**src/rtl/game_pkg.sv**
```systemverilog
// Shared state codes, comparator status codes and score width for the game controller.
package game_pkg;

    localparam int unsigned SCORE_W = 8;

    typedef enum logic [2:0] {
        StIdle     = 3'd0,
        StPlay     = 3'd1,
        StCrash    = 3'd2,
        StLevelUp  = 3'd3,
        StGameOver = 3'd4,
        StVictory  = 3'd5
    } state_t;

    localparam logic [1:0] ST_CRASH = 2'b00;
    localparam logic [1:0] ST_NONE  = 2'b10;
    localparam logic [1:0] ST_GOAL  = 2'b11;

endpackage

```
**src/rtl/sc_hold_timer.sv**
```systemverilog
// Dwell timer: load arms it for HOLD_CYCLES cycles, expire flags the last cycle of the dwell.
module sc_hold_timer #(
    parameter int unsigned HOLD_CYCLES = 50_000_000
) (
    input  logic clk,
    input  logic rst_n,
    input  logic load,
    output logic expire
);

    localparam int unsigned CntW = $clog2(HOLD_CYCLES + 1);

    logic [CntW-1:0] cnt_q, cnt_d;

    always_comb begin
        cnt_d = cnt_q;
        if (load) begin
            cnt_d = CntW'(HOLD_CYCLES);
        end else if (cnt_q != '0) begin
            cnt_d = cnt_q - 1'b1;
        end
    end

    always_ff @(posedge clk or negedge rst_n) begin
        if (!rst_n) begin
            cnt_q <= '0;
        end else begin
            cnt_q <= cnt_d;
        end
    end

    assign expire = (cnt_q == CntW'(1));

endmodule

```
**src/rtl/sc_game_state_ctrl.sv**
```systemverilog
// Game state controller: lives, levels, crash/level-up dwell and optional score.
// Score logic exists only when SC_GAME_STATE_CTRL_SCORE_EN is defined.
module sc_game_state_ctrl
    import game_pkg::*;
#(
    parameter int unsigned LIVES_INIT  = 3,
    parameter int unsigned LEVELS      = 4,
    parameter int unsigned HOLD_CYCLES = 50_000_000
) (
    input  logic               SC_GAME_STATE_CTRL_CLOCK_50,
    input  logic               SC_GAME_STATE_CTRL_RESET_InLow,
    input  logic [1:0]         SC_GAME_STATE_CTRL_status_InBUS,
    input  logic               SC_GAME_STATE_CTRL_statusValid_In,
    input  logic               SC_GAME_STATE_CTRL_start_In,
    output logic [2:0]         SC_GAME_STATE_CTRL_state_OutBUS,
    output logic [2:0]         SC_GAME_STATE_CTRL_lives_OutBUS,
    output logic [2:0]         SC_GAME_STATE_CTRL_level_OutBUS,
    output logic               SC_GAME_STATE_CTRL_frogReset_Out,
    output logic               SC_GAME_STATE_CTRL_obstacleEn_Out,
    output logic [SCORE_W-1:0] SC_GAME_STATE_CTRL_score_OutBUS
);

    logic       clk;
    logic       rst_n;
    logic       play_valid;
    state_t     state_q, state_d;
    logic [2:0] lives_q, lives_d;
    logic [2:0] level_q, level_d;
    logic       frog_reset_q;
    logic       obstacle_en_q;
    logic       hold_load;
    logic       hold_expire;

    assign clk        = SC_GAME_STATE_CTRL_CLOCK_50;
    assign rst_n      = SC_GAME_STATE_CTRL_RESET_InLow;
    assign play_valid = (state_q == StPlay) && SC_GAME_STATE_CTRL_statusValid_In;

    sc_hold_timer #(
        .HOLD_CYCLES (HOLD_CYCLES)
    ) u_hold_timer (
        .clk    (clk),
        .rst_n  (rst_n),
        .load   (hold_load),
        .expire (hold_expire)
    );

    always_comb begin
        state_d   = state_q;
        lives_d   = lives_q;
        level_d   = level_q;
        hold_load = 1'b0;
        case (state_q)
            StIdle, StGameOver, StVictory: begin
                if (SC_GAME_STATE_CTRL_start_In) begin
                    state_d = StPlay;
                    lives_d = 3'(LIVES_INIT);
                    level_d = 3'd0;
                end
            end
            StPlay: begin
                if (play_valid && SC_GAME_STATE_CTRL_status_InBUS == ST_CRASH) begin
                    // <= 1 also covers a zero count so lives cannot underflow
                    if (lives_q <= 3'd1) begin
                        state_d = StGameOver;
                        lives_d = 3'd0;
                    end else begin
                        state_d   = StCrash;
                        lives_d   = lives_q - 3'd1;
                        hold_load = 1'b1;
                    end
                end else if (play_valid && SC_GAME_STATE_CTRL_status_InBUS == ST_GOAL) begin
                    if (level_q == 3'(LEVELS - 1)) begin
                        state_d = StVictory;
                    end else begin
                        state_d   = StLevelUp;
                        hold_load = 1'b1;
                    end
                end
            end
            StCrash: begin
                if (hold_expire) begin
                    state_d = StPlay;
                end
            end
            StLevelUp: begin
                if (hold_expire) begin
                    state_d = StPlay;
                    level_d = level_q + 3'd1;
                end
            end
            default: state_d = StIdle;
        endcase
    end

    always_ff @(posedge clk or negedge rst_n) begin
        if (!rst_n) begin
            state_q       <= StIdle;
            lives_q       <= 3'd0;
            level_q       <= 3'd0;
            frog_reset_q  <= 1'b0;
            obstacle_en_q <= 1'b0;
        end else begin
            state_q       <= state_d;
            lives_q       <= lives_d;
            level_q       <= level_d;
            frog_reset_q  <= (state_d == StPlay) && (state_q != StPlay);
            obstacle_en_q <= (state_d == StPlay);
        end
    end

`ifdef SC_GAME_STATE_CTRL_SCORE_EN
    logic [SCORE_W-1:0] score_q, score_d;
    logic [SCORE_W:0]   score_sum;

    always_comb begin
        score_sum = {1'b0, score_q} + (SCORE_W + 1)'(level_q) + (SCORE_W + 1)'(1);
        score_d   = score_q;
        if ((state_q == StIdle || state_q == StGameOver || state_q == StVictory) &&
            SC_GAME_STATE_CTRL_start_In) begin
            score_d = '0;
        end else if (play_valid && SC_GAME_STATE_CTRL_status_InBUS == ST_GOAL) begin
            score_d = score_sum[SCORE_W] ? '1 : score_sum[SCORE_W-1:0];
        end
    end

    always_ff @(posedge clk or negedge rst_n) begin
        if (!rst_n) begin
            score_q <= '0;
        end else begin
            score_q <= score_d;
        end
    end

    assign SC_GAME_STATE_CTRL_score_OutBUS = score_q;
`else
    assign SC_GAME_STATE_CTRL_score_OutBUS = '0;
`endif

    assign SC_GAME_STATE_CTRL_state_OutBUS    = state_q;
    assign SC_GAME_STATE_CTRL_lives_OutBUS    = lives_q;
    assign SC_GAME_STATE_CTRL_level_OutBUS    = level_q;
    assign SC_GAME_STATE_CTRL_frogReset_Out   = frog_reset_q;
    assign SC_GAME_STATE_CTRL_obstacleEn_Out  = obstacle_en_q;

endmodule

```
**config.mk**
```make
export PLATFORM = sky130hd
export DESIGN_NAME = sc_game_state_ctrl
export DESIGN_NICKNAME = d
export VERILOG_FILES = /design/src/rtl/game_pkg.sv /design/src/rtl/sc_hold_timer.sv /design/src/rtl/sc_game_state_ctrl.sv
export SDC_FILE = /design/constraint.sdc
export NUM_CORES = 1
export LEC_CHECK = 0
export CAP_MARGIN = 20
export CORE_MARGIN = 5
export CORE_UTILIZATION = 60
export DETAILED_ROUTE_END_ITERATION = 8
export GPL_TIMING_DRIVEN = 0
export PLACE_DENSITY = 0.85
export REMOVE_ABC_BUFFERS = 1
export SKIP_LAST_GASP = 1
export SYNTH_ARGS = -nofsm -noshare
export SYNTH_HDL_FRONTEND = slang
export SYNTH_SLANG_ARGS = --single-unit
```
**constraint.sdc**
```tcl
create_clock -name SC_GAME_STATE_CTRL_CLOCK_50 -period 5.68 [get_ports SC_GAME_STATE_CTRL_CLOCK_50]
set_input_delay 1.136 -clock SC_GAME_STATE_CTRL_CLOCK_50 [delete_from_list [all_inputs] [get_ports SC_GAME_STATE_CTRL_CLOCK_50]]
set_output_delay 1.136 -clock SC_GAME_STATE_CTRL_CLOCK_50 [all_outputs]
set_load 0.01 [all_outputs]
```
After elaboration in Yosys (flattened, before gate mapping)
Cells that the tools add are included.
{"block": "word_totals", "ff_bits": 37, "input_bits": 6, "output_inout_bits": 19, "elab_cells": 58}
{"block": "op_classes", "add_sub_neg": 3, "n_lt_le_gt_ge": 1, "n_eq_ne": 13, "muxes": 21, "n_reduce_logical": 14}
{"operator": "$mux W26", "n": 2}
{"operator": "$mux W3", "n": 11}
{"operator": "$eq A26 B1 Y1 const B", "n": 1}
{"operator": "$reduce_bool A26 Y1", "n": 1}
{"operator": "$sub A26 B1 Y26 const B", "n": 1}
{"operator": "$pmux W3 S2", "n": 2}
{"operator": "$eq A3 B2 Y1 const B", "n": 3}
{"operator": "$pmux W3 S3", "n": 1}
{"operator": "$eq A3 B1 Y1 const B", "n": 2}
{"operator": "$eq A3 B3 Y1 const B", "n": 2}
{"operator": "$reduce_and A3 Y1", "n": 2}
{"operator": "$reduce_bool A2 Y1", "n": 3}
{"operator": "$mux W1", "n": 5}
{"operator": "$logic_and A1 B1 Y1", "n": 4}
{"operator": "$ne A2 B2 Y1 const B", "n": 2}
{"operator": "$add A3 B1 Y3 const B", "n": 1}
{"operator": "$le A3 B1 Y1 const B", "n": 1}
{"operator": "$logic_not A3 Y1", "n": 1}
{"operator": "$ne A3 B1 Y1 const B", "n": 1}
{"operator": "$reduce_or A3 Y1", "n": 1}
{"operator": "$sub A3 B1 Y3 const B", "n": 1}
{"operator": "$eq A2 B2 Y1 const B", "n": 1}
{"operator": "$logic_not A2 Y1", "n": 1}
{"operator": "$ne A2 B1 Y1 const B", "n": 1}
{"operator": "$reduce_or A2 Y1", "n": 1}

Logic depth before layout (Yosys ltp)
{"block": "logic_depth", "word_depth": 8, "mapped_depth": 8}

By module
From an unflattened synthesis, not the netlist that was laid out.
{"block": "hier_totals", "hier_cells": 231, "hier_area_um2": 2263.4}
{"mod": "sc_hold_timer", "instances": 1, "cells_each": 152, "area_each_um2": 1496.4}
{"mod": "sc_game_state_ctrl", "instances": 1, "cells_each": 79, "area_each_um2": 767.0}

Least setup slack after synthesis
OpenSTA, ideal clock, no wires.
{"block": "synth_timing", "path_type": "register to register", "from": "register u_hold_timer.cnt_q[12]", "to": "register u_hold_timer.cnt_q[24]", "setup_ps": 73, "t_arrival_ps": 2334, "required_ps": 5607, "slack_ps": 3272, "stages_incl_launch_ff": 6, "path_buffers": 0, "path_cell_list": "dfrtp_1 -> or4_4 -> or4_4 -> or4_4 -> a211o_1 -> a21oi_2"}
{"block": "synth_between", "elab_chain_cells": 3, "elab_cells_between_ends": 5, "cone_classes": "1 x add/sub; 2 x mux; 2 x reduce/logical"}
{"element": "from (decl)", "line": "sc_hold_timer.sv:13", "rtl": "logic [CntW-1:0] cnt_q, cnt_d;"}
{"element": "from (signal assigned)", "line": "sc_hold_timer.sv:28", "rtl": "cnt_q <= cnt_d;"}
{"element": "$sub A26 B1 Y26", "line": "sc_hold_timer.sv:20", "rtl": "cnt_d = cnt_q - 1'b1;"}
{"element": "$mux W26", "line": "sc_hold_timer.sv:19", "rtl": "end else if (cnt_q != '0) begin"}
{"element": "$mux W26", "line": "sc_hold_timer.sv:17", "rtl": "if (load) begin"}
Parallel ways exist; a longest one is shown, timed or not. The select of a mux whose other input is x is not followed.
A chain may end at the register's enable or synchronous reset.

Final worst setup path
{"block": "layout_timing", "from": "register state_q[1] (netlist: SC_GAME_STATE_CTRL_state_OutBUS[1])", "to": "output port SC_GAME_STATE_CTRL_state_OutBUS[1]"}
{"element": "from (decl)", "line": "sc_game_state_ctrl.sv:26", "rtl": "state_t state_q, state_d;"}
{"element": "from (signal assigned)", "line": "sc_game_state_ctrl.sv:97", "rtl": "state_q <= StIdle;"}
{"element": "from (signal assigned)", "line": "sc_game_state_ctrl.sv:103", "rtl": "state_q <= state_d;"}
{"element": "to (decl)", "line": "sc_game_state_ctrl.sv:15", "rtl": "output logic [2:0] SC_GAME_STATE_CTRL_state_OutBUS,"}
No word-level cell between the ends.

==> summary.md <==
| Metric | Value |
|---|---|
| CTS Hold Buffers Added | 0 |
| Classification of the worst setup path | flop to output pin |
| CTS tree | yes |
| P per Cell Area | 372 nW/um2 |
| Pin count of the biggest net entering global routing | 38 |
| Final setup vio count | 0 |
| Avg Cell Area, Syn | 9.16 um2 |
| Layout area overhead | 10.7% |
| Synth Flop Type | dfrtp_1 |
| Count of cell types in the netlist | 41 |
| Met3 wire length | 225 um |
| WL/cell | 14.4 um |
| Post-DRT Antenna Nets | 0 |
| Setup TNS | 0 ns |
| RSZ-0062 raised after global routing | false |
| First-pass GRT wire length | 7290 um |
| Crit-path max FO | 15 |
| Skew final | 0.0155 ns |
| Cell count after synthesis | 233 |
| Design Power | 0.878 mW |
| Buffers and inverters on the worst path | 1 |
| Antenna violations before repair | 0 |
| Slowest stage cell, crit path | dfrtp_1 |
| Worst Hold Slack | 0.531 ns |
| Met1 WL | 1930 um |
| Worst skew pair latency | 0.35 ns |
| Worst-path cell chain | clkdlybuf4s50_1 |
| Post-route worst setup slack | 2.93 ns |
| Startpoint Class | flop |
| Via count | 1699 |
| Final worst path period share | 48.4% |
| Final Hold Vio Count | 0 |
| Multi-input logic area | 1120 um2 |
| Ys Warns | 0 |
| Post-route DRC | 0 |
| GRT Residual Overflow | 0 |
| Die Y | 69.6 um |
| H-tree depth | 2 |
| Total GRT Usage | 18.5% |
| Placeable Area | 3390 um2 |
| Post-Syn Area | 2130 um2 |
| Ant diodes | 0 |
| CTS sink cnt | 37 |
| Share of post-route cells with drive strength above 1 | 6.37% |
| First drt pass iteration count | 4 |
| Flop2flop setup slack | 2.98 ns |
| DRT Wirelength | 4290 um |
| I/O pin count | 25 |
| FILL cells | 260 |
| Fmax | 0.364 GHz |
| Final core utilization | 69.7% |
| Slew headroom | 37.0% |
| Worst EP arrival | 1.61 ns |
| Commonest non-fill, non-tap cell in the layout | dfrtp_1 |
| Status | completed |
| Total setup buffers inserted after CTS | 0 |
| Cts bufs inserted | 5 |
| Detailed Place HPWL | 3140 um |
| Vias in the first global route | 1599 |
| Worst Tran Pin Value | 0.936 ns |
| Leak | 0.937 nW |
| Die Wd | 69.6 um |
| Synthesis-stage register bit count | 37 |
| Met2 wire len | 2060 um |
| Initial DRC count | 85 |
| Crit-path leading delay family | flip-flops |
| Routability cong. | 0.804 |
| Post-CTS sizing | 0 |
| Setup WS pre-CTS | 2.64 ns |
| Pins Over Slew Limit | 0 |
| Post-synth EDFFs | 0 |
| Via density | 5.72 |
| Minimum clock period | 2.75 ns |
| Clock Pin Slew Worst Setup and Hold Paths | 0.10 ns |
| Clock buffer depth | 2 |
| Starting Density | 63.0% |
| Largest stage delay, worst path | 0.65 ns |
| Die area | 4850 um2 |
| Highest Signal Layer | met4 |
| Sequential-to-total area share from yosys stat | 43.4% |
| HP Class | flop to flop |
| Most frequent cells in the layout | 37 x dfrtp_1, 27 x nor2_1, 21 x nand2_1 |
| Final nets | 263 |
| Clock Tree Root | clkbuf_4 |
| Max Cap Viol | 0 |
| Async S/R FF share, synth | 100% |
| Register area | 926 um2 |
| Crit path capture type | output pin |
| WP data required | 4.54 ns |
| Port bufs | 16 |
| Max rail drop VDD | 0.235 mV |
| Num rows | 21 |
flip-flops by register name, indices dropped and copies added, names as in the netlist:
| name | flops |
|---|---|
| SC_GAME_STATE_CTRL_frogReset_Out | 1 |
| SC_GAME_STATE_CTRL_level_OutBUS | 3 |
| SC_GAME_STATE_CTRL_lives_OutBUS | 3 |
| SC_GAME_STATE_CTRL_obstacleEn_Out | 1 |
| SC_GAME_STATE_CTRL_state_OutBUS | 3 |
| u_hold_timer.cnt_q | 26 |
synth_stat cells (all sizes together), types with 2 or more instances:
cell type,number,area share (%)
nand2,21,3.7
a211o,3,1.2
clkbuf,5,0.88
nand2b,7,2.1
ha,6,3.5
xor2,2,0.82
dfrtp,37,43
a211oi,10,3.5
nand3,5,1.2
o21ai,9,2.1
nand3b,3,1.1
nor3b,2,0.70
and4,2,0.82
inv,7,1.2
buf,9,3.0
nor4,5,1.8
or3,2,0.59
a21oi,20,4.9
mux2i,4,1.9
xnor2,14,5.7
nor3,3,0.70
nor2,27,4.7
and3,5,1.5
nor2b,3,0.88
nand4,5,1.5
or4,6,2.8
a22o,2,0.82
where the power goes:
part | switching [mW] | internal, mW
Clock | 0.0847 | 0.0585
Combinational | 0.160 | 0.150
Sequential | 0.0863 | 0.339
per-layer routing:
layer  GRT usage (%)  up-vias
met5               0        -
met4            7.66        0
met3            4.78        7
met2            30.9       44
met1            22.7      791
li1                -      857
kinds of logic (layout without fill, tap and decap cells):
family	after synthesis	after routing	synth area share, %
xor+xnor	16	16	6.57
fa+ha+maj	6	6	3.52
buf+inv	21	32	5.16
compound gates	50	50	14.7
flops	37	37	43.4
other cells	1	8	0.176
simple gates	98	98	24.6
mux	4	4	1.88
per-stage QoR:
stage	instances	area (um2)
floorplan	226	2080
global placement	288	2290
detailed placement	290	2310
global route	297	2360
finish	297	2360
CTS	297	2360
area by class of cell:
class | count | share of cell area, %
Timing Repair Buffer | 18 | 7.36
Multi-Input combinational cell | 182 | 47.6
Inverter | 7 | 1.11
Sequential cell | 37 | 39.2
Tap cell | 46 | 2.44
Clock buffer | 7 | 2.33
path summary, 6_finish.rpt:
check,cells after the start,from,endpoint
max in group asynchronous,1,SC_GAME_STATE_CTRL_RESET_InLow,SC_GAME_STATE_CTRL_state_OutBUS[1]$_DFF_PN0_
worst max register to register,5,u_hold_timer.cnt_q[10]$_DFFE_PN0P_,u_hold_timer.cnt_q[13]$_DFFE_PN0P_
worst min register to register,2,u_hold_timer.cnt_q[8]$_DFFE_PN0P_,u_hold_timer.cnt_q[8]$_DFFE_PN0P_
min in group asynchronous,1,SC_GAME_STATE_CTRL_RESET_InLow,u_hold_timer.cnt_q[18]$_DFFE_PN0P_
worst min-delay path,2,u_hold_timer.cnt_q[8]$_DFFE_PN0P_,u_hold_timer.cnt_q[8]$_DFFE_PN0P_
worst max-delay path,1,SC_GAME_STATE_CTRL_state_OutBUS[1]$_DFF_PN0_,SC_GAME_STATE_CTRL_state_OutBUS[1]
No activity file was read; power rests on OpenSTA's default activity.
